## config.mk

```make
export PLATFORM = sky130hd
export DESIGN_NAME = background_model_stream
export DESIGN_NICKNAME = d
export VERILOG_FILES = /design/src/rtl/background_model_stream.sv
export SDC_FILE = /design/constraint.sdc
export NUM_CORES = 2
export LEC_CHECK = 0
export ABC_AREA = 0
export ABC_CLOCK_PERIOD_IN_PS = 11800
export BUFFER_PORTS_ARGS = -buffer_cell sky130_fd_sc_hd__buf_2
export CORE_MARGIN = 5
export CORE_UTILIZATION = 60
export CTS_CLUSTER_DIAMETER = 150
export DETAILED_ROUTE_END_ITERATION = 8
export PLACE_DENSITY = 0.79
export REMOVE_ABC_BUFFERS = 1
export SLEW_MARGIN = 20
export SYNTH_ARGS = -nofsm -noshare
export SYNTH_HDL_FRONTEND = slang
export SYNTH_SLANG_ARGS = --single-unit
export TNS_END_PERCENT = 50
```

## constraint.sdc

```tcl
create_clock -name clk -period 11.8 [get_ports clk]
set_input_delay 0.59 -clock clk [delete_from_list [all_inputs] [get_ports clk]]
set_output_delay 0.59 -clock clk [all_outputs]
set_load 0.01 [all_outputs]
```

## src/rtl/background_model_stream.sv

```systemverilog
// Streaming per-pixel running-average background model: four-stage pipeline
// producing updated background, foreground/movement masks and a per-frame foreground count.
module background_model_stream #(
    parameter int CHANNELS     = 3,
    parameter int CH_WIDTH     = 8,
    parameter int ALPHA_FRAC   = 7,
    parameter int LUMA_SHIFT   = 0,
    parameter int CHROMA_SHIFT = 1,
    parameter int CNT_WIDTH    = 24
) (
    input  logic                         clk,
    input  logic                         rst,
    input  logic                         s_valid,
    output logic                         s_ready,
    input  logic                         s_last,
    input  logic [CHANNELS*CH_WIDTH-1:0] s_current,
    input  logic [CHANNELS*CH_WIDTH-1:0] s_previous,
    input  logic [CHANNELS*CH_WIDTH-1:0] s_background,
    input  logic [ALPHA_FRAC:0]          alpha,
    input  logic [CH_WIDTH+3:0]          bg_th,
    input  logic [CH_WIDTH-1:0]          fd_th,
    input  logic [1:0]                   mode,
    output logic                         m_valid,
    input  logic                         m_ready,
    output logic                         m_last,
    output logic [CHANNELS*CH_WIDTH-1:0] m_background,
    output logic [CHANNELS*CH_WIDTH-1:0] m_foreground,
    output logic [CHANNELS*CH_WIDTH-1:0] m_movement,
    output logic [CNT_WIDTH-1:0]         fg_count,
    output logic                         fg_count_valid
);

    localparam int PW    = CHANNELS * CH_WIDTH;
    localparam int AW    = ALPHA_FRAC + 1;
    localparam int MAXSH = (LUMA_SHIFT > CHROMA_SHIFT) ? LUMA_SHIFT : CHROMA_SHIFT;
    localparam int SW    = CH_WIDTH + $clog2(CHANNELS) + MAXSH + 1;
    localparam int TW    = CH_WIDTH + 4;
    localparam int CW    = (SW > TW) ? SW : TW;
    localparam int BW    = CH_WIDTH + ALPHA_FRAC + 2;
    localparam logic [AW-1:0] A_ONE = AW'(1) << ALPHA_FRAC;
    localparam logic [BW-1:0] HALF  = BW'(1) << (ALPHA_FRAC - 1);

    typedef enum logic [1:0] {
        MODE_SELECTIVE = 2'd0,
        MODE_ALWAYS    = 2'd1,
        MODE_FREEZE    = 2'd2,
        MODE_CURRENT   = 2'd3
    } mode_t;

    logic en;
    assign en      = !m_valid || m_ready;
    assign s_ready = en;

    // ---------------- stage 1: absolute differences ----------------
    logic [PW-1:0]       diff;
    logic [CH_WIDTH-1:0] cur_luma, prev_luma, mdiff;
    logic [AW-1:0]       alpha_clamped;

    genvar gi;
    for (gi = 0; gi < CHANNELS; gi++) begin : g_diff
        localparam int HI = (CHANNELS - gi) * CH_WIDTH - 1;
        logic [CH_WIDTH-1:0] c, b;
        assign c = s_current[HI -: CH_WIDTH];
        assign b = s_background[HI -: CH_WIDTH];
        assign diff[HI -: CH_WIDTH] = (c >= b) ? c - b : b - c;
    end

    if (CHANNELS > 1) begin : g_unused
        logic unused_prev;
        assign unused_prev = ^s_previous[PW-CH_WIDTH-1:0];
    end

    assign cur_luma      = s_current[PW-1 -: CH_WIDTH];
    assign prev_luma     = s_previous[PW-1 -: CH_WIDTH];
    assign mdiff         = (cur_luma >= prev_luma) ? cur_luma - prev_luma : prev_luma - cur_luma;
    assign alpha_clamped = (alpha > A_ONE) ? A_ONE : alpha;

    logic                s1_valid, s1_last;
    logic [PW-1:0]       s1_cur, s1_bg, s1_diff;
    logic [CH_WIDTH-1:0] s1_mdiff, s1_fd_th;
    logic [AW-1:0]       s1_alpha;
    logic [TW-1:0]       s1_bg_th;
    mode_t               s1_mode;

    always_ff @(posedge clk) begin
        if (rst) begin
            s1_valid <= 1'b0;
            s1_last  <= 1'b0;
            s1_cur   <= '0;
            s1_bg    <= '0;
            s1_diff  <= '0;
            s1_mdiff <= '0;
            s1_fd_th <= '0;
            s1_alpha <= '0;
            s1_bg_th <= '0;
            s1_mode  <= MODE_SELECTIVE;
        end else if (en) begin
            s1_valid <= s_valid;
            s1_last  <= s_last;
            s1_cur   <= s_current;
            s1_bg    <= s_background;
            s1_diff  <= diff;
            s1_mdiff <= mdiff;
            s1_fd_th <= fd_th;
            s1_alpha <= alpha_clamped;
            s1_bg_th <= bg_th;
            s1_mode  <= mode_t'(mode);
        end
    end

    // ---------------- stage 2: weighted sum and thresholds ----------------
    logic [SW-1:0] chroma_sum, weighted;

    always_comb begin
        chroma_sum = '0;
        for (int k = 1; k < CHANNELS; k++) begin
            chroma_sum = chroma_sum + SW'(s1_diff[(CHANNELS-k)*CH_WIDTH-1 -: CH_WIDTH]);
        end
        weighted = (SW'(s1_diff[PW-1 -: CH_WIDTH]) << LUMA_SHIFT) + (chroma_sum << CHROMA_SHIFT);
    end

    logic          s2_valid, s2_last, s2_fg, s2_mov;
    logic [PW-1:0] s2_cur, s2_bg;
    logic [AW-1:0] s2_alpha;
    mode_t         s2_mode;

    always_ff @(posedge clk) begin
        if (rst) begin
            s2_valid <= 1'b0;
            s2_last  <= 1'b0;
            s2_fg    <= 1'b0;
            s2_mov   <= 1'b0;
            s2_cur   <= '0;
            s2_bg    <= '0;
            s2_alpha <= '0;
            s2_mode  <= MODE_SELECTIVE;
        end else if (en) begin
            s2_valid <= s1_valid;
            s2_last  <= s1_last;
            s2_fg    <= CW'(weighted) > CW'(s1_bg_th);
            s2_mov   <= s1_mdiff > s1_fd_th;
            s2_cur   <= s1_cur;
            s2_bg    <= s1_bg;
            s2_alpha <= s1_alpha;
            s2_mode  <= s1_mode;
        end
    end

    // ---------------- stage 3: rounded alpha blend ----------------
    logic [PW-1:0] blend;

    for (gi = 0; gi < CHANNELS; gi++) begin : g_blend
        localparam int HI = (CHANNELS - gi) * CH_WIDTH - 1;
        logic [BW-1:0] acc;
        assign acc = BW'(s2_alpha) * BW'(s2_cur[HI -: CH_WIDTH])
                   + BW'(A_ONE - s2_alpha) * BW'(s2_bg[HI -: CH_WIDTH])
                   + HALF;
        // alpha is clamped, so the shifted sum always fits in one channel
        assign blend[HI -: CH_WIDTH] = CH_WIDTH'(acc >> ALPHA_FRAC);
    end

    logic          s3_valid, s3_last, s3_fg, s3_mov;
    logic [PW-1:0] s3_cur, s3_bg, s3_upd;
    mode_t         s3_mode;

    always_ff @(posedge clk) begin
        if (rst) begin
            s3_valid <= 1'b0;
            s3_last  <= 1'b0;
            s3_fg    <= 1'b0;
            s3_mov   <= 1'b0;
            s3_cur   <= '0;
            s3_bg    <= '0;
            s3_upd   <= '0;
            s3_mode  <= MODE_SELECTIVE;
        end else if (en) begin
            s3_valid <= s2_valid;
            s3_last  <= s2_last;
            s3_fg    <= s2_fg;
            s3_mov   <= s2_mov;
            s3_cur   <= s2_cur;
            s3_bg    <= s2_bg;
            s3_upd   <= blend;
            s3_mode  <= s2_mode;
        end
    end

    // ---------------- stage 4: background select and outputs ----------------
    logic [PW-1:0] sel;

    always_comb begin
        sel = s3_cur;
        case (s3_mode)
            MODE_SELECTIVE: sel = (!s3_fg && !s3_mov) ? s3_upd : s3_bg;
            MODE_ALWAYS:    sel = s3_upd;
            MODE_FREEZE:    sel = s3_bg;
            MODE_CURRENT:   sel = s3_cur;
        endcase
    end

    always_ff @(posedge clk) begin
        if (rst) begin
            m_valid      <= 1'b0;
            m_last       <= 1'b0;
            m_background <= '0;
            m_foreground <= '0;
            m_movement   <= '0;
        end else if (en) begin
            m_valid      <= s3_valid;
            m_last       <= s3_last;
            m_background <= sel;
            m_foreground <= {PW{s3_fg}};
            m_movement   <= {PW{s3_mov}};
        end
    end

    // ---------------- per-frame foreground counter ----------------
    logic [CNT_WIDTH-1:0] cnt_reg, cnt_next;
    logic                 fire;

    assign fire     = m_valid && m_ready;
    assign cnt_next = (m_foreground[0] && (cnt_reg != {CNT_WIDTH{1'b1}})) ? cnt_reg + CNT_WIDTH'(1) : cnt_reg;

    always_ff @(posedge clk) begin
        if (rst) begin
            cnt_reg        <= '0;
            fg_count       <= '0;
            fg_count_valid <= 1'b0;
        end else begin
            fg_count_valid <= 1'b0;
            if (fire) begin
                if (m_last) begin
                    fg_count       <= cnt_next;
                    fg_count_valid <= 1'b1;
                    cnt_reg        <= '0;
                end else begin
                    cnt_reg <= cnt_next;
                end
            end
        end
    end

endmodule
```

Word level (Yosys, flattened, before mapping) --
Index checks and enable logic that the tools add are counted.
Storage, ports and cells: register bits 329
Operators by class: $add $sub $neg 18, multiply operators 6, order comparisons 7, equal/unequal tests 4, mux-type cells 10, bitwise gates (word level) 1, reduce and logical (&&, ||, !) cells 10
Operators with widths (number):
- 24-bit case mux with 4 select lines | 1
- 24-bit 2-to-1 mux | 3
- 8-bit subtractor | 8
- 15-bit adder | 3
- 15-bit by 7-bit adder with 15-bit output, second input constant | 3
- 8-bit by 8-bit multiplier with 15-bit output | 3
- 8-bit 2-to-1 mux | 5
- 17-bit by 8-bit multiplier with 15-bit output | 2
- 8-bit greater-or-equal comparator | 4
- 24-bit by 1-bit adder with 24-bit output, second input constant | 1
- 24-bit inequality test, second input constant | 1
- 9-bit by 9-bit multiplier with 15-bit output | 1
- 11-bit by 12-bit greater-than comparator with 1-bit output | 1
- 8-bit by 10-bit adder with 11-bit output | 1
- 8-bit by 8-bit adder with 9-bit output | 1
- 8-bit by 8-bit subtractor with 9-bit output, first input constant | 1
- 8-bit greater-than comparator | 1
- 8-bit greater-than comparator, second input constant | 1
- 2-bit == test, second input constant | 2
- 1-bit logical AND | 3
- 1-bit zero test | 3
- 2-bit by 1-bit == test with 1-bit output, second input constant | 1
- 2-bit zero test | 1
- 2-bit AND reduction | 1
- 4 further kinds | 4

Longest topological paths before layout --
word-level depth 4, gate-level depth with buffers 29, mapped depth without buffers 26

Worst setup path before layout --
Ideal clock, no wire load.
kind register to register, from register s2_alpha[0], to register s3_upd[15], arrival time 6688 ps, data required time 11663 ps, path slack 4975 ps, cell stages (with the launch flop) 29, buffers on the path 3, period minus slack after synthesis 6825 ps, cell sequence dfxtp_1 -> clkbuf_1 -> clkbuf_1 -> inv_1 -> ha_1 -> nand2_1 -> xor2_1 -> clkbuf_1 -> nand2_1 -> fa_1 -> inv_1 -> fa_1 -> inv_1 -> fa_1 -> inv_1 -> fa_1 -> fa_1 -> inv_1 -> fa_1 -> inv_1 -> ha_1 -> a2111oi_0 -> o21a_1 -> o31ai_1 -> a211oi_1 -> o21bai_1 -> a21oi_1 -> xnor2_1 -> a21oi_1
Between the ends: word-level cells in the longest chain between the ends 4, elaborated cells on any way between the ends 5, those cells by class add/sub: 3; mul: 2
Ends and longest elaborated chain:
- start: declaration | line 124 | logic [AW-1:0] s2_alpha;
- start signal: assignment | line 144 | s2_alpha <= s1_alpha;
- 8-bit by 8-bit subtractor with 9-bit output | line 156 | + BW'(A_ONE - s2_alpha) * BW'(s2_bg[HI -: CH_WIDTH])
- 17-bit by 8-bit multiplier with 15-bit output | line 156
- 15-bit adder (*) | line 156
- 15-bit by 7-bit adder with 15-bit output (*) | line 157 | + HALF;
- end signal: assignment | line 183 | s3_upd <= blend;
- end: declaration | line 163 | logic [PW-1:0] s3_cur, s3_bg, s3_upd;
Mark *: on every way between the ends. The rest lies on a longest branch, timed or not. A chain may end at the register's enable or synchronous reset.

Worst setup path in the final report --
from register s2_alpha[2], to register s3_upd[15]
Same word-level chain as after synthesis.

==> impl_summary.log <==
[metrics] count of synthesis-stage warnings from yosys: 0
[metrics] Synth Cell Area: roughly 30000 µm²
[metrics] post-layout instance count excluding filler cells: approximately 4400
[metrics] Tightest Pin Transition: ~0.93 ns
[metrics] Post-Route Skew: around 0.032 ns
[metrics] gate count of the mapped netlist: between 3000 and 4000
[metrics] final number of max-transition violations: 0
[metrics] hold violation count in the final report: 0
[metrics] delay of the slowest cell on the worst path: ~0.63 ns
[metrics] first-pass GRT wire length: 117000 µm
[metrics] max-capacitance violation count: 0
[metrics] register-to-register setup slack: just over 4 ns
[metrics] clock root buffer: sky130_fd_sc_hd__clkbuf_16
[metrics] CTS tree: built
[metrics] area overhead of the layout relative to synthesis: 6.95%
[metrics] final net count: around 4400
[metrics] register area share after synthesis: between 20% and 30%
[metrics] final sum of negative setup slack: 0 ns
[metrics] routed length per placed instance: between 15 and 20 µm
[metrics] Distinct cells, synth: 78
[metrics] Max rail drop VDD: 0.000138 V
[metrics] Crit path top cell by count: sky130_fd_sc_hd__fa_1
[metrics] buffers and inverters on the worst path: 7
[metrics] start of the worst register-to-register path: s2_alpha[2]$_SDFFE_PP0P_
[metrics] Worst Reg-to-Reg Cells: 26
[metrics] layout cells sized above 1: under 10%
[metrics] number of setup buffers added after CTS: 0
[metrics] sort of element at the start of the critical path: flip-flop
[metrics] Hold Buf Count CTS: 0
[metrics] sw frac: 32.4%
[metrics] critical-path maximum fanout: 29
[metrics] pin count of the biggest net entering global routing: around 160
[metrics] combinational share of power: 25.9%
[metrics] power density normalized to cell area: between 100 and 150 nW/µm²
[metrics] required arrival time at the worst endpoint: approximately 12 ns
[metrics] Antenna Violating Nets Remaining: 0
[metrics] initial antenna violation count: 5
[metrics] arrival time of the worst setup path: 8.17 ns
[metrics] flops & latches, synth: approximately 330
[metrics] number of CTS-inserted buffers: 37
[metrics] kind of cell adding the most delay to the critical path: adder cells
[metrics] unrepaired setup endpoints after global routing: no
[metrics] switching component of the power: about 1.1 mW
[metrics] asr flop ratio synth: 0%
[metrics] dpl cells: 4289
[metrics] effective utilization at floorplan: between 60% and 70%
[metrics] total half-perimeter wirelength after legalization and detailed placement: just over 50000 µm
[metrics] Hold Crit Depth: 3
[metrics] floorplan core area: between 50000 and 60000 µm²
[metrics] total congestion overflow: 0
[metrics] Port Buffer Count: between 150 and 200
[metrics] maximum buffer depth of the clock tree: 3
[metrics] clock network power share: between 30% and 40%
[metrics] post-layout min period: approximately 7.8 ns
[metrics] tightest slew margin relative to the limit: 37.7%
[metrics] # fillers: about 4300
[metrics] clock insertion delay at the later pin of the skew report: 0.57 ns
[metrics] count of unresolved DRC violations after routing: 0
[metrics] clock slew at reported path FFs: ~0.060 ns
[metrics] IO Count: 207
[metrics] Post-synth EDFFs: 0
[metrics] fraction of power consumed by sequential logic: between 30% and 40%
[metrics] most frequent standard cell in the layout excluding fill and tap cells: sky130_fd_sc_hd__nand2_1
[metrics] startpoint of the most critical hold path: mode[0]
[metrics] average cell area after synthesis: 8.25 µm²
[metrics] Hold Path Class: primary input to flip-flop
[metrics] via count: 23900
[metrics] WL final: between 70000 and 80000 µm
[metrics] internal power component: 2.24 mW
[metrics] Primary FF master, synth: sky130_fd_sc_hd__dfxtp_1
[metrics] endpoint class of the critical path: flip-flop
[metrics] Routability Congestion: ~0.9
[metrics] category of the critical setup timing path: flip-flop to flip-flop
[metrics] cell with the biggest individual delay on the critical path: sky130_fd_sc_hd__xor2_1
[metrics] vias per cell: 5.48
[metrics] initial detailed-routing violation count: 1639
[metrics] TritonCTS sink count: around 330
[metrics] via count of the first global-routing pass: around 24000
[metrics] terminating pin of the worst hold path: s1_mode[0]$_SDFFE_PP0P_
[metrics] P_leak: 15.5 nW
[metrics] fmax: around 130 MHz
[metrics] die footprint: between 50000 and 60000 µm²
[metrics] number of instances resized during post-cts repair: 0
[metrics] die span in y: 235 µm
[metrics] outcome: finished clean
[metrics] crit share post-route: between 60% and 70%
[metrics] Setup-failing EPs final: 0
[metrics] endpoint of the most critical register-to-register path: s3_upd[15]$_SDFFE_PP0P_
[metrics] TritonRoute pass-1 iters: 5
[metrics] global routing usage summed across all routing layers: 25.9%
[metrics] top library cells by usage in the layout, fill and taps aside: 692 x sky130_fd_sc_hd__nand2_1, 529 x sky130_fd_sc_hd__inv_1, 355 x sky130_fd_sc_hd__a21oi_1
[metrics] horizontal extent of the die: approximately 230 µm
[metrics] CTS H-tree depth: 2
[metrics] standard-cell rows: 82
## cells by family (layout without fill, tap and decap cells)
| kind of cell | count (synthesis) | in the layout | share of synthesized area [%] |
|---|---|---|---|
| other cells | 0 | 3 | 0 |
| simple gates | 1189 | 1189 | 18.0 |
| flops | 329 | 329 | 21.8 |
| buf+inv | 803 | 820 | 10.6 |
| fa+ha+maj | 594 | 594 | 32.9 |
| mux | 60 | 60 | 2.00 |
| xor+xnor | 116 | 116 | 3.36 |
| compound gates | 576 | 576 | 11.3 |
## worst max-delay path by stage
stage	slack, ns	depth (start not counted)	startpoint	endpoint
global placement	4.24	27	s2_alpha[0]$_SDFFE_PP0P_	s3_upd[15]$_SDFFE_PP0P_
finish	4.04	26	s2_alpha[2]$_SDFFE_PP0P_	s3_upd[15]$_SDFFE_PP0P_
detailed placement	4.12	26	s2_alpha[2]$_SDFFE_PP0P_	s3_upd[15]$_SDFFE_PP0P_
CTS	4.10	26	s2_alpha[2]$_SDFFE_PP0P_	s3_upd[15]$_SDFFE_PP0P_
floorplan	-10.84	2	m_ready	s_ready
global route	3.59	27	s2_alpha[0]$_SDFFE_PP0P_	s3_upd[15]$_SDFFE_PP0P_
## layer usage
layer / global-route usage [%] / routed length [µm] / up-vias
met2: 43.8 / 34200 / 670
li1: - / - / 11500
met3: 4.46 / 4370 / 139
met4: 8.10 / 2240 / 6
met1: 34.3 / 29800 / 11600
met5: 0 / 45 / -
## through the flow
stage / area (µm²) / power, mW / utilization [%] / setup WS [ns] / hold slack (ns)
floorplan: 29000 / 1.87 / - / -10.84 / 0.425
global placement: 31100 / 2.12 / 62.1 / 4.24 / 0.436
detailed placement: 31100 / 2.15 / 62.1 / 4.12 / 0.440
CTS: 32400 / 3.34 / 64.6 / 4.10 / 0.245
global route: 32400 / 3.51 / 64.6 / 3.59 / 0.263
finish: 32400 / 3.31 / 64.6 / 4.04 / 0.269
## power by group through the flow
| stage | sequential, mW | combinational (mW) | clock [mW] |
|---|---|---|---|
| finish | 1.27 | 0.860 | 1.18 |
| global route | 1.28 | 0.976 | 1.25 |
| CTS | 1.27 | 0.861 | 1.20 |
| detailed placement | 1.30 | 0.855 | 0 |
| global placement | 1.29 | 0.831 | 0 |
| floorplan | 1.29 | 0.583 | 0 |
## tightest hold or removal path: stages
cell and delay (ns):
sky130_fd_sc_hd__buf_2 0.10, sky130_fd_sc_hd__nand2_1 0.05, sky130_fd_sc_hd__a21oi_1 0.05
## synth_stat cells (all sizes together), types with 5 or more instances
master     n  area [µm²]
nand2    693        2600
inv      530        1990
a21oi    355        1780
fa       337        6750
dfxtp    329        6590
ha       257        3220
and2     217        1360
clkbuf   201         754
nor2     113         424
xnor2     87         762
buf       71         462
mux2i     57         571
o21ai     56         280
nand3     35         185
xor2      29         254
o211ai    28         210
nor3      25         140
a211oi    18         135
nand4     16         100
o21a      15         113
or3       15        93.8
a2bb2oi   14         123
nor2b     12        75.1
nand2b    11        68.8
nand3b    11        82.6
and3      10        62.6
o21bai    10        75.1
a21o       8        60.1
a31oi      7        58.8
a22o       6        52.6
a311o      6        60.1
nor4       6        62.6
nor4b      6        52.6
o2111ai    5        43.8
o22a       5        45.0
or2        5        31.3
or4        5        37.5
## layout make-up
class	instances	area [µm²]	area share, %
timing repair buffer	222	1200	3.71
antenna	3	7.51	0.0232
sequential	329	6590	20.4
inverter	531	2000	6.18
clock inverter	20	225	0.696
clock buffer	47	1010	3.13
multi-input combinational	2535	20500	63.3
tap	672	841	2.60
(Power assumes the default switching activity.)
